<file path="config.mk">
export PLATFORM = sky130hd
export DESIGN_NAME = rib_arb2
export DESIGN_NICKNAME = d
export VERILOG_FILES = /design/src/rtl/rib_arb2.sv
export SDC_FILE = /design/constraint.sdc
export NUM_CORES = 1
export LEC_CHECK = 0
export CORE_AREA = 2 2 125 127
export CTS_CLUSTER_DIAMETER = 120
export DETAILED_ROUTE_END_ITERATION = 7
export DIE_AREA = 0 0 127 129
export HOLD_SLACK_MARGIN = 0.05
export SYNTH_ARGS = -nofsm -noshare
export SYNTH_HDL_FRONTEND = slang
export SYNTH_SLANG_ARGS = --single-unit
</file>
<file path="constraint.sdc">
create_clock -name i_clk -period 1.7 [get_ports i_clk]
set_clock_uncertainty 0.1 [all_clocks]
set_input_delay 0.34 -clock i_clk [delete_from_list [all_inputs] [get_ports i_clk]]
set_output_delay 0.34 -clock i_clk [all_outputs]
set_load 0.01 [all_outputs]
</file>
<file path="src/rtl/rib_arb2.sv">
// Two-master RIB arbiter: shares one slave port between ibus (master 0) and dbus (master 1),
// one transaction at a time (IDLE -> ADDR -> RESP), round-robin or fixed-priority on ties.
module rib_arb2 #(
    parameter bit P_RR = 1'b1
) (
    input  logic        i_clk,
    input  logic        i_rst,
    input  logic [31:0] i_ribs_addr0,
    input  logic        i_ribs_wrcs0,
    input  logic [3:0]  i_ribs_mask0,
    input  logic [31:0] i_ribs_wdata0,
    input  logic        i_ribs_req0,
    output logic        o_ribs_gnt0,
    output logic [31:0] o_ribs_rdata0,
    output logic        o_ribs_rsp0,
    input  logic        i_ribs_rdy0,
    input  logic [31:0] i_ribs_addr1,
    input  logic        i_ribs_wrcs1,
    input  logic [3:0]  i_ribs_mask1,
    input  logic [31:0] i_ribs_wdata1,
    input  logic        i_ribs_req1,
    output logic        o_ribs_gnt1,
    output logic [31:0] o_ribs_rdata1,
    output logic        o_ribs_rsp1,
    input  logic        i_ribs_rdy1,
    output logic [31:0] o_ribm_addr,
    output logic        o_ribm_wrcs,
    output logic [3:0]  o_ribm_mask,
    output logic [31:0] o_ribm_wdata,
    output logic        o_ribm_req,
    input  logic        i_ribm_gnt,
    input  logic [31:0] i_ribm_rdata,
    input  logic        i_ribm_rsp,
    output logic        o_ribm_rdy,
    output logic        o_owner,
    output logic        o_busy
);

    typedef enum logic [1:0] {
        IDLE = 2'd0,
        ADDR = 2'd1,
        RESP = 2'd2
    } state_t;

    state_t state, state_nxt;
    logic   owner, owner_nxt;
    logic   last, last_nxt;
    logic   winner;

    logic        own_req;
    logic        own_rdy;
    logic [31:0] own_addr;
    logic        own_wrcs;
    logic [3:0]  own_mask;
    logic [31:0] own_wdata;

    assign own_req   = owner ? i_ribs_req1   : i_ribs_req0;
    assign own_rdy   = owner ? i_ribs_rdy1   : i_ribs_rdy0;
    assign own_addr  = owner ? i_ribs_addr1  : i_ribs_addr0;
    assign own_wrcs  = owner ? i_ribs_wrcs1  : i_ribs_wrcs0;
    assign own_mask  = owner ? i_ribs_mask1  : i_ribs_mask0;
    assign own_wdata = owner ? i_ribs_wdata1 : i_ribs_wdata0;

    // On a tie round-robin favours whoever did not finish last; fixed priority favours dbus.
    always_comb begin
        if (i_ribs_req0 && i_ribs_req1)
            winner = P_RR ? ~last : 1'b1;
        else
            winner = i_ribs_req1;
    end

    // NOTE: every variable gets a default first so no path leaves one unassigned (no latch).
    always_comb begin
        state_nxt = state;
        owner_nxt = owner;
        last_nxt  = last;
        case (state)
            IDLE: begin
                if (i_ribs_req0 || i_ribs_req1) begin
                    owner_nxt = winner;
                    state_nxt = ADDR;
                end
            end
            ADDR: begin
                if (own_req && i_ribm_gnt) begin
                    state_nxt = RESP;
                    last_nxt  = owner;
                end else if (!own_req) begin
                    state_nxt = IDLE;
                end
            end
            RESP: begin
                if (i_ribm_rsp && own_rdy)
                    state_nxt = IDLE;
            end
            default: state_nxt = IDLE;
        endcase
    end

    // NOTE: sequential state uses non-blocking assignments so all registers update together.
    always_ff @(posedge i_clk) begin
        if (i_rst) begin
            state <= IDLE;
            owner <= 1'b0;
            last  <= 1'b1;
        end else begin
            state <= state_nxt;
            owner <= owner_nxt;
            last  <= last_nxt;
        end
    end

    // Outputs are forced low while reset is asserted, even before the state register settles.
    always_comb begin
        o_ribs_gnt0   = 1'b0;
        o_ribs_gnt1   = 1'b0;
        o_ribs_rdata0 = '0;
        o_ribs_rdata1 = '0;
        o_ribs_rsp0   = 1'b0;
        o_ribs_rsp1   = 1'b0;
        o_ribm_addr   = '0;
        o_ribm_wrcs   = 1'b0;
        o_ribm_mask   = '0;
        o_ribm_wdata  = '0;
        o_ribm_req    = 1'b0;
        o_ribm_rdy    = 1'b0;
        o_owner       = 1'b0;
        o_busy        = 1'b0;
        if (!i_rst) begin
            o_owner = owner;
            o_busy  = (state != IDLE);
            case (state)
                ADDR: begin
                    o_ribm_addr  = own_addr;
                    o_ribm_wrcs  = own_wrcs;
                    o_ribm_mask  = own_mask;
                    o_ribm_wdata = own_wdata;
                    o_ribm_req   = own_req;
                    o_ribs_gnt0  = ~owner & i_ribm_gnt;
                    o_ribs_gnt1  =  owner & i_ribm_gnt;
                end
                RESP: begin
                    o_ribs_rsp0   = ~owner & i_ribm_rsp;
                    o_ribs_rsp1   =  owner & i_ribm_rsp;
                    o_ribs_rdata0 = owner ? 32'd0 : i_ribm_rdata;
                    o_ribs_rdata1 = owner ? i_ribm_rdata : 32'd0;
                    o_ribm_rdy    = own_rdy;
                end
                default: ;
            endcase
        end
    end

endmodule

</file>
==> impl_metrics.ini <==
[status]
status = complete, but fails checks
violations = negative setup slack

[drt]
vias = 3320
detail_route.wl_per_cell_um = 16.4
drc = 0
route.met3.wl_um = 1040
antenna_left = 0
drt_first_pass_iters = 4
top_layer_used = met4
via_per_inst = 4.02
wl_met1_um = 4970
drt_iter0_drc = 85
wl_um = 13500
met2_length_um = 7430

[sta]
hold_ws_ps = 431
fin_crit_ps = 1970
slew_viol_final = 0
rsz0062_at_grt = yes
fin_setup_tns_ps = -20770
setup_viol = 139
period_share_pct = 116
finalHoldViolations = 0
fmax_ghz = 0.509
relSlewSlack_pct = 84.8
fin_ws_ps = -265
tightestPinTransition_ps = 222

[power_and_ir_drop]
swShare_pct = 31.7
comb_power_share_pct = 74.6
clock_power_share_pct = 19.8
peakVddDrop_mv = 0.330
p_int_w = 0.00133
p_switching_w = 0.000616
powerDensity_mw_per_mm2 = 292
power.leakage_nw = 2.86
power_frac_seq_pct = 5.5

[worst_setup_path]
end_kind = output port
ff2ff_setup_slack_ps = 80
slowest_stage = dfxtp_4
timing.rr.start = state[1]
crit_required_ps = 1260
critical_path_arrival_ps = 1530
cp-start-kind = flop
r2r_cells = 6
path_cells = buf_6, nor3_4, buf_4, buf_16, and2_1, buf_2
cp-startpoint = owner
path_max_fanout = 8
crit_type = flop to output port
cpPeakStageDelay_ps = 350
timing.rr.end = state[1]

[synth]
synth_seq_cells = 4
ys_seq_area_share_pct = 4.42
synth_warnings = 0
syn_area_per_cell_um2 = 6.92
syn-cell-area_mm2 = 0.00181
synth_cells = 262
synth_cell_types = 23
synthesis.nets = 440

[final_layout]
diodes = 0
syn2layout_area_growth_pct = 268
fin_nets = 816
drive_above_1_share_pct = 54.5
instances_no_fill = 825
layout_common_cells = 175 x clkdlybuf4s50_1, 101 x buf_6, 68 x buf_2
final_util_pct = 44.5
nFillCells = 1482
final_common_cell = clkdlybuf4s50_1

[grt]
antenna_found_initial = 0
grt_first_pass_wirelength_um = 18100
grt_pass1_vias = 3364
grtUsageTotal_pct = 14.0
grt_max_degree = 19
grt_overflow = 0

[clock_tree]
cts_sinks = 4
cts-root-buf = clkbuf_16
ctsHoldBuffers = 0
clockBufferDepth = 2
clock_latency_ps = 230
h-tree-depth = 1
clk_pin_slew_ps = 40
cts_tree = done
cts_made_buffers = 3

[place]
dp_hpwl_um = 8930
placed_cells_incl_taps = 771
numPortBuffers = 318
place_congestion = 0.884

[min_path]
min_to = last
min_from = last
min_path_cells = 2
hp-class = flop to flop

[floorplanning]
initial_core_util_pct = 12.1
core_area_mm2 = 0.0150
rows = 45
io_pins = 319
dieArea_mm2 = 0.0164
chipWidth_um = 127
die_y_um = 129

[job]
cap_violations = 0
==> metrics by stage <==
step / cell area [um^2] / worst slack (ps) / total power [W]
after CTS: 5860 / -272 / 0.00176
after global placement: 5340 / -845 / 0.00116
final: 6660 / -265 / 0.00194
after detailed placement: 5340 / -890 / 0.00117
after floorplan: 1810 / 164 / 0.000473
after global routing: 6660 / -324 / 0.00204
==> registers in the layout, summed over array words and instances (netlist names) <==
register / flops
state: 2
last: 1
owner: 1
==> metal layers <==
metal  global-route usage (%)  vias up
li1                         -     1623
met5                        0        -
met4                     2.26        0
met3                     2.83       10
met1                     16.0     1515
met2                     27.3      172
==> cells in the mapped netlist (all sizes together) <==
cell type / n / area, um^2
a21oi: 2 / 10.0
and2: 67 / 419
buf: 17 / 138
clkbuf: 6 / 30.0
dfxtp: 4 / 80.1
inv: 2 / 7.51
mux2i: 71 / 711
nand2: 3 / 11.3
nand2b: 2 / 27.5
nand3: 1 / 5.00
nand3b: 1 / 7.51
nor2: 76 / 293
nor2b: 1 / 6.26
nor3: 3 / 26.3
o211ai: 1 / 7.51
o21ai: 1 / 5.00
o22ai: 1 / 6.26
o31ai: 2 / 15.0
or3: 1 / 6.26
==> cell families after synthesis <==
| family | count (synthesis) | share of synthesized area [%] |
|---|---|---|
| AOI/OAI and AO/OA | 7 | 2.42 |
| muxes | 71 | 39.2 |
| DFF | 4 | 4.42 |
| buffers and inverters | 25 | 9.67 |
| and+or+nand+nor | 155 | 44.3 |
==> worst max path at each step <==
stage,end,cells after the start
after global placement,o_ribm_mask[2],6
final,o_ribs_rdata0[19],6
after floorplan,o_ribs_rdata1[10],5
after CTS,o_ribs_rdata0[16],7
after global routing,o_ribs_rdata0[19],6
after detailed placement,o_ribm_mask[2],6
==> worst max-delay path, delay by kind of cell (launching register included) <==
family | cells | cell delay [ps]
flip-flops | 1 | 350
buffers and inverters | 4 | 590
AND/OR/NAND/NOR | 2 | 350
==> power by group through the flow <==
stage | Clock [W] | Sequential (W) | Combinational, W
6_report | 0.000386 | 0.000107 | 0.00145
5_1_grt | 0.000399 | 0.000108 | 0.00153
3_5_place_dp | 0 | 0.000116 | 0.00105
3_3_place_gp | 0 | 0.000115 | 0.00104
4_1_cts | 0.000383 | 0.000107 | 0.00127
2_1_floorplan | 0 | 0.000107 | 0.000365
==> layout make-up <==
cell class              count  area (um^2)  area share (%)
repair buffers            394         4090            61.3
multi-input cells         233         2160            32.5
well taps                 188          235            3.53
flip-flops and latches      4         88.8            1.33
clock buffers               4         78.8            1.18
inverters                   2         7.51           0.113
==> repair_timing <==
item                       in CTS  in global routing
setup endpoints to repair     141                141
setup buffers                  33                 12
pin swaps                      47                 43
resized for setup             682                185
hold endpoints to repair        0                  0
cloned                         11                  7
No activity file was read; power rests on OpenSTA's default activity.
